## config.mk

```make
export PLATFORM = sky130hd
export DESIGN_NAME = mem_load_align
export DESIGN_NICKNAME = d
export VERILOG_FILES = /design/src/rtl/mem_load_align_pkg.sv /design/src/rtl/mem_load_align_load_extract.sv /design/src/rtl/mem_load_align.sv
export SDC_FILE = /design/constraint.sdc
export NUM_CORES = 1
export LEC_CHECK = 0
export BUFFER_PORTS_ARGS = -buffer_cell sky130_fd_sc_hd__buf_4
export CAP_MARGIN = 0
export CORE_ASPECT_RATIO = 0.8
export CORE_MARGIN = 1.5
export CORE_UTILIZATION = 30
export DETAILED_ROUTE_END_ITERATION = 8
export GPL_TIMING_DRIVEN = 0
export PLACE_DENSITY_LB_ADDON = 0.1
export SLEW_MARGIN = 20
export SYNTH_ARGS = -nofsm -noshare
export SYNTH_HDL_FRONTEND = slang
export SYNTH_SLANG_ARGS = --single-unit
```

## constraint.sdc

```tcl
create_clock -name clk -period 5.4 [get_ports clk]
set_input_delay 0 -clock clk [delete_from_list [all_inputs] [get_ports clk]]
set_output_delay 0 -clock clk [all_outputs]
set_load 0.005 [all_outputs]
```

## src/rtl/mem_load_align_pkg.sv

```systemverilog
// Shared types and constants for the memory-stage load-return aligner.
// The optional misaligned-load check is enabled by defining LOAD_MISALIGN_CHECK_EN.
// Opcode values mirror the shared Opcode.vh load/store encodings.
package mem_load_align_pkg;

    // Load/store opcodes (same encoding as the shared opcode table)
    localparam logic [5:0] OP_LB  = 6'h20;
    localparam logic [5:0] OP_LH  = 6'h21;
    localparam logic [5:0] OP_LW  = 6'h23;
    localparam logic [5:0] OP_LBU = 6'h24;
    localparam logic [5:0] OP_LHU = 6'h25;
    localparam logic [5:0] OP_SB  = 6'h28;
    localparam logic [5:0] OP_SH  = 6'h29;
    localparam logic [5:0] OP_SW  = 6'h2B;

    // Stage-1 occupancy: IDLE means no load is waiting for its memory word
    typedef enum logic {
        ST_IDLE = 1'b0,
        ST_PEND = 1'b1
    } state_t;

    // Load flavour after opcode decode; LD_NONE covers stores and everything else
    typedef enum logic [2:0] {
        LD_NONE = 3'd0,
        LD_B    = 3'd1,
        LD_BU   = 3'd2,
        LD_H    = 3'd3,
        LD_HU   = 3'd4,
        LD_W    = 3'd5
    } load_kind_t;

    // Map an instruction opcode onto the load flavour it requests
    function automatic load_kind_t decode_load(input logic [5:0] op);
        load_kind_t kind;
        case (op)
            OP_LB:   kind = LD_B;
            OP_LBU:  kind = LD_BU;
            OP_LH:   kind = LD_H;
            OP_LHU:  kind = LD_HU;
            OP_LW:   kind = LD_W;
            default: kind = LD_NONE;
        endcase
        return kind;
    endfunction

    // True for the five opcodes that return data to writeback
    function automatic logic is_load(input logic [5:0] op);
        return decode_load(op) != LD_NONE;
    endfunction

endpackage

```

## src/rtl/mem_load_align_load_extract.sv

```systemverilog
// Combinational lane select and extension for a returned block-RAM word.
// Lanes are big-endian: byte offset 0 is the most significant byte.
// With LOAD_MISALIGN_CHECK_EN defined, unaligned halfword/word accesses raise misalign;
// otherwise halfwords use offset bit 1 only and words ignore the offset.
module load_extract
    import mem_load_align_pkg::*;
(
    input  logic [5:0]  opcode,
    input  logic [1:0]  byte_offset,
    input  logic [31:0] word,
    output logic [31:0] data,
    output logic        misalign
);

    // Least significant bit of each addressable lane within the word
    localparam int BYTE0_LSB   = 24;
    localparam int BYTE1_LSB   = 16;
    localparam int BYTE2_LSB   = 8;
    localparam int BYTE3_LSB   = 0;
    localparam int HALF_HI_LSB = 16;
    localparam int HALF_LO_LSB = 0;

    load_kind_t  kind;
    logic [7:0]  byte_lane;
    logic [15:0] half_lane;

    assign kind = decode_load(opcode);

    // Pick the addressed byte lane
    always_comb begin
        byte_lane = word[BYTE0_LSB +: 8];
        case (byte_offset)
            2'd0:    byte_lane = word[BYTE0_LSB +: 8];
            2'd1:    byte_lane = word[BYTE1_LSB +: 8];
            2'd2:    byte_lane = word[BYTE2_LSB +: 8];
            default: byte_lane = word[BYTE3_LSB +: 8];
        endcase
    end

    // Pick the addressed halfword; offset bit 0 never moves the lane
    always_comb begin
        half_lane = word[HALF_HI_LSB +: 16];
        if (byte_offset[1]) begin
            half_lane = word[HALF_LO_LSB +: 16];
        end
    end

    // Extend the selected lane to 32 bits according to the load flavour
    always_comb begin
        data = '0;
        case (kind)
            LD_B:    data = {{24{byte_lane[7]}}, byte_lane};
            LD_BU:   data = {24'd0, byte_lane};
            LD_H:    data = {{16{half_lane[15]}}, half_lane};
            LD_HU:   data = {16'd0, half_lane};
            LD_W:    data = word;
            default: data = '0;
        endcase
    end

`ifdef LOAD_MISALIGN_CHECK_EN
    // Halfwords must sit on an even byte, words on offset 0
    always_comb begin
        misalign = 1'b0;
        case (kind)
            LD_H, LD_HU: misalign = byte_offset[0];
            LD_W:        misalign = |byte_offset;
            default:     misalign = 1'b0;
        endcase
    end
`else
    assign misalign = 1'b0;
`endif

endmodule

```

## src/rtl/mem_load_align.sv

```systemverilog
// Load-return aligner for the memory stage.
// Stage 1 records the opcode and byte offset of an accepted load; stage 2
// captures the extracted, extended value from the block-RAM word one cycle
// later and presents it valid-qualified to writeback.
// Optional feature: define LOAD_MISALIGN_CHECK_EN to flag unaligned halfword
// and word loads on load_misalign instead of returning data.
module mem_load_align
    import mem_load_align_pkg::*;
(
    input  logic        clk,
    input  logic        rst_n,
    input  logic        req_valid,
    input  logic [5:0]  req_opcode,
    input  logic [1:0]  req_byte_offset,
    input  logic        stall,
    input  logic        flush,
    input  logic [31:0] mem_dout,
    output logic        load_valid,
    output logic [31:0] load_data,
    output logic        load_misalign
);

    state_t      state;
    state_t      state_next;
    logic        pend;
    logic [5:0]  pend_op;
    logic [1:0]  pend_off;
    logic        accept;
    logic [31:0] ext_data;
    logic        ext_mis;
    logic        result_ok;

    // A load is taken only when the pipeline is moving and not being killed
    assign accept = req_valid && !stall && !flush && is_load(req_opcode);
    assign pend   = (state == ST_PEND);

    // Stage-1 occupancy register
    always_ff @(posedge clk or negedge rst_n) begin
        if (!rst_n) begin
            state <= ST_IDLE;
        end else begin
            state <= state_next;
        end
    end

    // Flush wins over everything; a stall freezes the state; otherwise follow accept
    always_comb begin
        state_next = state;
        if (flush) begin
            state_next = ST_IDLE;
        end else if (accept) begin
            state_next = ST_PEND;
        end else if (!stall) begin
            state_next = ST_IDLE;
        end
    end

    // Remember how the pending load wants its word sliced
    always_ff @(posedge clk or negedge rst_n) begin
        if (!rst_n) begin
            pend_op  <= '0;
            pend_off <= '0;
        end else if (accept) begin
            pend_op  <= req_opcode;
            pend_off <= req_byte_offset;
        end
    end

    load_extract u_extract (
        .opcode      (pend_op),
        .byte_offset (pend_off),
        .word        (mem_dout),
        .data        (ext_data),
        .misalign    (ext_mis)
    );

    // A pending load produces data only if it was not flagged misaligned
    assign result_ok = pend && !ext_mis;

    // Stage-2 result register; data is forced to zero whenever valid is low
    always_ff @(posedge clk or negedge rst_n) begin
        if (!rst_n) begin
            load_valid <= 1'b0;
            load_data  <= '0;
        end else if (flush) begin
            load_valid <= 1'b0;
            load_data  <= '0;
        end else if (!stall) begin
            load_valid <= result_ok;
            load_data  <= result_ok ? ext_data : 32'd0;
        end
    end

`ifdef LOAD_MISALIGN_CHECK_EN
    // Misalign flag travels alongside load_valid with identical stall/flush behaviour
    always_ff @(posedge clk or negedge rst_n) begin
        if (!rst_n) begin
            load_misalign <= 1'b0;
        end else if (flush) begin
            load_misalign <= 1'b0;
        end else if (!stall) begin
            load_misalign <= pend && ext_mis;
        end
    end
`else
    assign load_misalign = 1'b0;
`endif

endmodule
```

---- Word-level counts from Yosys, hierarchy flattened ----
Cells that the tools add are included.
storage, ports and cells
  register bits after elaboration ......... 42
  input bits .............................. 45
  output and inout bits ................... 34
  logic and storage cells ................. 44
operators by class
  eq/ne operators ......................... 19
  mux-type cells .......................... 13
  reduce and logical (&&, ||, !) cells .... 7
operator list
  kind                                                   number
  one-hot mux 32 bit (5 select lines)                    1
  two-way mux 32 bit                                     3
  equality test 6 bit, second input constant             10
  one-hot mux 3 bit (5 select lines)                     2
  one-hot mux 8 bit (3 select lines)                     1
  two-way mux 16 bit                                     1
  equality test 3 x 2 -> 1 bit, second input constant    2
  equality test 3 bit, second input constant             2
  two-way mux 1 bit                                      5
  equality test 3 x 1 -> 1 bit, second input constant    1
  logical AND 1 bit                                      3
  inequality test 3 x 1 -> 1 bit, second input constant  1
  nonzero test 3 bit                                     1
  equality test 2 x 1 -> 1 bit, second input constant    1
  equality test 2 bit, second input constant             1
  logical NOT 1 bit                                      2
  logical NOT 2 bit                                      1
  inequality test 2 x 1 -> 1 bit, second input constant  1

---- Longest topological paths before layout ----
Gate-level depths: netlist of run 1.
  depth after elaboration ................. 7
  gate-level depth with buffers ........... 8
  depth with buffers taken out ............ 4

---- Modules after synthesis ----
A second synthesis of run 1 with hierarchy kept.
unflattened totals
  cell total of the unflattened synthesis .. 203
  area total of the unflattened synthesis .. 2580.0 um^2
by module, submodules not included
  module          instances  cells each  area an instance (um^2)  sequential area each (um^2)
  mem_load_align  1          100         1617.8                   1051.0
  load_extract    1          103         962.2                    0.0

---- Worst setup path after synthesis of run 1 ----
No wires, ideal clock.
  path type ............................... flip-flop to flip-flop
  from .................................... register pend_op[0]
  to ...................................... register load_data[22]
  setup time .............................. 0.126 ns
  data arrival time ....................... 1.646 ns
  required time ........................... 5.274 ns
  path slack .............................. 3.628 ns
  cell stages (with the launch flop) ...... 9
  buffers on the path ..................... 4
  period minus slack after synthesis ...... 1.772 ns
  cell sequence ........................... dfrtp_1 > buf_2 > and2_1 > and3_1 > buf_2 > and2_1 > buf_2 > buf_4 > a221o_1
between the ends
  longest elaborated chain between the ends .. 7
  elaborated cells on any way between the ends .. 15
  classes of those cells .................. eq/ne: 10; mux: 5
RTL lines
  element                                            RTL line                           RTL
  from (decl)                                        mem_load_align.sv:26               logic [5:0] pend_op;
  from (signal assigned)                             mem_load_align.sv:64               pend_op <= req_opcode;
  equality test 6 bit                                mem_load_align_pkg.sv:35           case (op)
  one-hot mux 3 bit (5 select lines) *               mem_load_align_pkg.sv:35
  equality test 3 bit, or another cell as far along  mem_load_align_load_extract.sv:51  case (kind)
  one-hot mux 32 bit (5 select lines) *              mem_load_align_load_extract.sv:51
  two-way mux 32 bit *                               mem_load_align.sv:90               load_data <= result_ok ? ext_data : 32'd0;
  two-way mux 32 bit *                               mem_load_align.sv:88               end else if (!stall) begin
  two-way mux 32 bit *                               mem_load_align.sv:85               end else if (flush) begin
  to (signal assigned)                               mem_load_align.sv:90
  to (decl)                                          mem_load_align.sv:19               output logic [31:0] load_data,
Every way passes the cells marked *; elsewhere a longest branch is shown, timed or not. The select of a mux whose other input is x is not followed.
A chain may end at the register's enable or synchronous reset.

---- Worst setup path in the final report of run 1 ----
  from .................................... register pend_op[0]
  to ...................................... register load_data[1]
The elaborated chain is that of the path after synthesis.

==> results.md, run 1 <==
- Status: finished, final reports clean
- PortBufs: 77
- Nets: 342
- Grt ovf: 0
- # DRC: 0
- Die Y: 80.95 um
- Type of origin of the critical path: flop
- Sequential fraction of the synthesis area: 46.13%
- TritonCTS buffer count: 5
- Pwr Total: 0.7538 mW
- DR pass1 iterations: 4
- Pint: 0.5441 mW
- Synth-to-layout area growth: 46.51%
- Starting DRT DRC Count: 113
- Diode count: 0
- Routed WL: 7172 um
- Final setup TNS: 0 ns
- Max clock buf depth: 2
- Switch share: 27.82%
- Comb pwr share: 24.7%
- Min Tclk post-route: 2.073 ns
- Initial core utilization: 30.82%
- Reg-to-reg endpoint: load_data[1]
- Maximum vdd drop: 0.09863 mV
- Post-synthesis average cell area: 12.06 um2
- Worst hold path class: in2reg
- CTS H-tree depth: 2
- Worst Hold Path EP: load_data[14]
- Pin count of the biggest net entering global routing: 43
- Crit Path Max Fanout: 10
- Total GRT Usage: 18.26%
- Routed vias/inst: 4.995
- Slew headroom: 50.77%
- CTS Root Cell: clkbuf_8
- Distinct cell type count after synthesis: 39
- Max-slew violations: 0
- TritonCTS clock tree: yes
- Leakage power: 1.574 nW
- IO Pins: 79
- Post-cts sizing count: 0
- Flops & latches, synth: 42
- Max Freq: 482.4 MHz
- Vias in the first global route: 1989
- Wire per inst: 17.80 um
- Placer Congestion: 0.7600
- First-pass GRT wire length: 11160 um
- RSZ-0062 raised after global routing: false
- Clock Skew: 0.006064 ns
- Critical Path End Type: flop
- Via count: 2013
- Dpl hpwl: 5211 um
- Inst Count DP: 371
- Die X: 100.4 um
- Tcrit/Tclk final: 38.39%
- HP Start: mem_dout[14]
- WP data arrival: 2.25 ns
- Skew-Pair Late Insertion Delay: 0.29 ns
- Final Non-Filler Cells: 403
- Clock power share: 31.8%
- Crit path kind: reg2reg
- WP data required: 5.58 ns
- Initial antenna violation count: 0
- Max cap viols: 0
- Syn_nets: 234
- Cell Pwr Density: 225.8 mW/mm2
- Proportion of layout cells with a drive suffix above 1: 37.92%
- R2R depth: 6
- Worst Setup Slack post-DPL: 3.351 ns
- Worst reg2reg setup slack: 3.33 ns
- Clock sink count: 42
- Core Rows: 28
- Final Hold Viols: 0
- Syn Std Cell Area: 0.002278 mm2
- Hold path depth: 3
- Sw power: 0.2097 mW
- RR Startpoint: pend_op[0]
- Mapped Cells: 189
- Setup Viol. Count Final: 0
- Worst-margin pin slew: 0.7282 ns
- Reg clk slew, reported paths: 0.08 ns
- Area of the die: 0.008130 mm2
- Antenna Nets Post-Route: 0
- Placeable Area: 0.007392 mm2
- Flop pwr share: 43.5%
- Fin worst setup slack: 3.327 ns
- Syn. warnings: 0
stage by stage:
stage | hold slack [ns] | utilization (%) | instance area, um2
final | 0.02386 | 45.16 | 3338
after CTS | 0.02359 | 45.16 | 3338
after global placement | 0.02913 | 40.42 | 2988
after global routing | 0.05061 | 45.16 | 3338
after floorplan | -0.2956 | - | 2278
after detailed placement | 0.02459 | 40.42 | 2988
critical path, cell delays in order, from the launching register on:
cell       delay [ns]
dfrtp_1          0.36
buf_2            0.16
nor2b_1          0.14
o2111ai_1        0.57
buf_2            0.34
a2111oi_0        0.09
a221o_1          0.29
power groups by stage:
stage | registers [mW] | logic, mW | clock network, mW
after floorplan | 0.332 | 0.104 | 0
after global placement | 0.334 | 0.172 | 0
after detailed placement | 0.334 | 0.173 | 0
after CTS | 0.328 | 0.187 | 0.246
after global routing | 0.329 | 0.203 | 0.260
final | 0.328 | 0.186 | 0.240
cells by family (layout without fill, tap and decap cells):
kind of cell,count (synthesis),in the layout,share of synthesized area (%)
other cells,1,1,0.1646
simple gates,32,32,8.293
mux,29,29,17.96
compound gates,62,62,22.24
buf+inv,23,132,5.217
flops,42,42,46.13
final cells by class:
cell class,count,area (um2)
inverters,3,11.26
repair buffers,101,818.3
well taps,105,131.4
clock buffers,8,110.1
fillers,707,4054
flip-flops and latches,42,1051
multi-input cells,124,1109
plain buffers,20,107.6
flip-flops by register name (all words and copies together), names as in the netlist:
register,cells
load_data,32
load_valid,1
pend,1
pend_off,2
pend_op,6
synth_stat cells:
cell type / instances / area, um2
o21ai_0: 1 / 5.000
mux2i_1: 9 / 90.09
mux2_2: 6 / 67.56
o2111ai_1: 1 / 8.760
nand2_1: 10 / 37.54
nand4_1: 1 / 6.260
or2_1: 1 / 6.260
o2111a_2: 1 / 12.51
nor2b_1: 4 / 25.02
buf_2: 8 / 40.04
and2b_1: 1 / 7.510
a221o_1: 23 / 230.2
mux2_1: 6 / 67.56
nor2_1: 3 / 11.26
dfrtp_1: 42 / 1051
inv_2: 1 / 3.750
a2bb2oi_1: 1 / 8.760
a2111oi_0: 7 / 61.31
inv_1: 2 / 7.510
and3_1: 4 / 25.02
a211oi_1: 1 / 7.510
nor4bb_1: 1 / 10.01
o41ai_1: 1 / 8.760
a221oi_1: 7 / 61.31
buf_4: 2 / 15.01
mux4_1: 1 / 26.28
nor3b_2: 1 / 12.51
a21o_1: 2 / 15.01
buf_6: 2 / 22.52
o21ai_1: 7 / 35.03
conb_1: 1 / 3.750
and2_1: 3 / 18.77
o211ai_1: 1 / 7.510
nor4b_1: 1 / 8.760
nand4bb_1: 1 / 11.26
clkbuf_1: 8 / 30.03
a21oi_1: 9 / 45.04
and3b_1: 1 / 8.760
mux4_2: 7 / 157.7
routing by layer:
layer  GRT usage (%)  part of all wire (%)
met5               0                     0
met4           3.803                  0.60
met3           3.442                   5.6
met2           26.67                    45
met1           27.92                    49
worst max-delay path by stage:
| stage | startpoint | end | slack, ns | cells after the start |
|---|---|---|---|---|
| floorplan | pend_op[0] | load_data[22] | 3.63 | 8 |
| global placement | pend_op[1] | load_data[10] | 3.36 | 5 |
| detailed placement | pend_op[1] | load_data[12] | 3.35 | 5 |
| CTS | pend_op[1] | load_data[1] | 3.33 | 5 |
| global route | pend_op[1] | load_data[1] | 3.14 | 4 |
| finish | pend_op[0] | load_data[1] | 3.33 | 6 |
cells in the final DEF (no fill, tap or decap), types with 2 or more instances in the layout:
master and count:
buf_4 79, dfrtp_1 42, dlygate4sd3_1 24, a221o_1 23, nand2_1 10, mux2i_1 9, a21oi_1 9, buf_2 8
clkbuf_1 8, clkbuf_8 8, mux4_2 7, a2111oi_0 7, a221oi_1 7, o21ai_1 7, mux2_1 6, mux2_2 6
and3_1 4, nor2b_1 4, nor2_1 3, and2_1 3, buf_6 2, inv_1 2, a21o_1 2
repair_timing:
| item | in CTS | in global routing |
|---|---|---|
| hold buffers | 24 | 0 |
| setup buffers | 0 | 0 |
| hold endpoints to repair | 64 | 0 |
(Power assumes the default switching activity.)
==> run 2: changes to the inputs <==
Clock period 5.4 ns to 1.9 ns, I/O delays scaled along.
==> results.md, run 2 (same netlist as run 1, synthesis figures left out) <==
- Slew headroom: 60.71%
- Leakage power: 1.629 nW
- Final Non-Filler Cells: 406
- Die X: 100.4 um
- Status: finished, violations left
- TritonCTS buffer count: 5
- Area of the multi-input gates: 0.001192 mm2
- Crit Path Max Fanout: 6
- DR pass1 iterations: 4
- Clock Skew: 0.002266 ns
- Fin worst setup slack: 0.04040 ns
- Setup Viol. Count Final: 0
- Maximum vdd drop: 0.2929 mV
- Starting DRT DRC Count: 93
- Worst Setup Slack post-DPL: -0.1490 ns
- Min Tclk post-route: 1.860 ns
- Worst hold slack: -0.004188 ns
- Inst Count DP: 371
- Most frequent cells in the layout: buf_4, dfrtp_1, dlygate4sd3_1, a221o_1, nand2_1
- Pwr Total: 2.211 mW
- IO Pins: 79
- Placer Congestion: 0.7600
- Reg-to-reg endpoint: load_data[23]
- TritonCTS clock tree: yes
- Initial core utilization: 30.82%
- Type of origin of the critical path: flop
- Routed vias/inst: 5.020
- HP Start: mem_dout[14]
- CTS H-tree depth: 2
- Skew-Pair Late Insertion Delay: 0.29 ns
- Worst reg2reg setup slack: 0.04 ns
- WP data arrival: 2.04 ns
- # DRC: 0
- Reg clk slew, reported paths: 0.08 ns
- Worst Hold Path EP: load_data[14]
- Wire per inst: 18.00 um
- WP data required: 2.08 ns
- Routed WL: 7309 um
- Worst-margin pin slew: 0.5745 ns
- Proportion of layout cells with a drive suffix above 1: 42.86%
- Failing checks: hold timing
- First-pass GRT wire length: 11180 um
- Max Freq: 537.8 MHz
- Pin count of the biggest net entering global routing: 43
- Clock sink count: 42
- Grt ovf: 0
- Setup crit start: pend_off[1]
- CTS Root Cell: clkbuf_8
- Antenna Nets Post-Route: 0
- Total GRT Usage: 18.26%
- Crit path kind: reg2reg
- Via count: 2038
- RR Startpoint: pend_off[1]
- Max clock buf depth: 2
- Max-slew violations: 0
- # fillers: 704
- Core Rows: 28
- Area of the die: 0.008130 mm2
- Final Hold Viols: 1
- Top Registers: load_data x32, pend_op x6, pend_off x2
- Worst hold path class: in2reg
- Seq. cell area: 0.001051 mm2
- RSZ-0062 raised after global routing: true
- Final core occ: 47.09%
- Diode count: 0
- Commonest non-fill, non-tap cell in the layout: buf_4
- Cell Pwr Density: 635.1 mW/mm2
- Vias in the first global route: 1992
- Dpl hpwl: 5211 um
- Initial antenna violation count: 0
- Synth-to-layout area growth: 52.77%
- Biggest register: load_data
- Tcrit/Tclk final: 97.87%
- Max cap viols: 0
- Nets: 345
- PortBufs: 77
- Placeable Area: 0.007392 mm2
- Hold path depth: 3
- Max reg flops: 32
- R2R depth: 5
- Critical Path End Type: flop
- Die Y: 80.95 um
- Final setup TNS: 0 ns
-- run 2: cell count changes in the layout (fill, tap and decap cells not counted), moves of 2 or more --
cell,change
buf_6,+2
a221oi_2,+7
clkbuf_1,-3
buf_2,-3
buf_4,+4
a221oi_1,-7
-- run 2: worst max path at each step --
stage / end / slack [ns] / cells after the start
2_1_floorplan: load_data[22] / 0.13 / 8
3_3_place_gp: load_data[10] / -0.14 / 5
3_5_place_dp: load_data[12] / -0.15 / 5
4_1_cts: load_data[10] / -0.05 / 6
5_1_grt: load_data[1] / -0.02 / 5
6_report: load_data[23] / 0.04 / 5
-- run 2: stage by stage --
step	cell area, um2	hold WS, ns
6_report	3481	-0.004188
5_1_grt	3481	0.01861
4_1_cts	3363	0.02359
3_5_place_dp	2988	0.02459
3_3_place_gp	2988	0.02913
2_1_floorplan	2278	-0.2956
-- run 2: power by group --
group	total [mW]	internal, mW	switching, mW
clock	0.683	0.367	0.315
sequential	0.936	0.915	0.0207
combinational	0.592	0.303	0.289
total	2.21	1.59	0.626
-- run 2: worst max-delay path: stages (launching register included) --
cell	delay, ns
dfrtp_1	0.34
buf_6	0.12
mux4_2	0.53
o2111a_2	0.34
buf_6	0.15
a221o_1	0.26
-- run 2: repair_timing --
item,in CTS,in global routing
pin swaps,0,2
gates cloned,0,1
setup buffers,1,4
hold buffers,24,0
gates resized for setup,2,22
hold endpoints to repair,64,0
setup endpoints to repair,25,31
-- run 2: metal layers --
metal | vias to the layer above | global-route usage (%) | wire length [um]
met5 | - | 0 | 0
met4 | 0 | 3.803 | 43
met3 | 4 | 3.442 | 356
met2 | 75 | 26.94 | 3256
met1 | 984 | 27.70 | 3652
li1 | 975 | - | -
-- run 2: final cells by class --
cell class | count | share of cell area [%]
Timing Repair Buffer | 107 | 25.27
Sequential cell | 42 | 30.19
Multi-Input combinational cell | 124 | 34.26
Inverter | 3 | 0.3235
Tap cell | 105 | 3.774
Buffer | 17 | 3.019
Clock buffer | 8 | 3.163
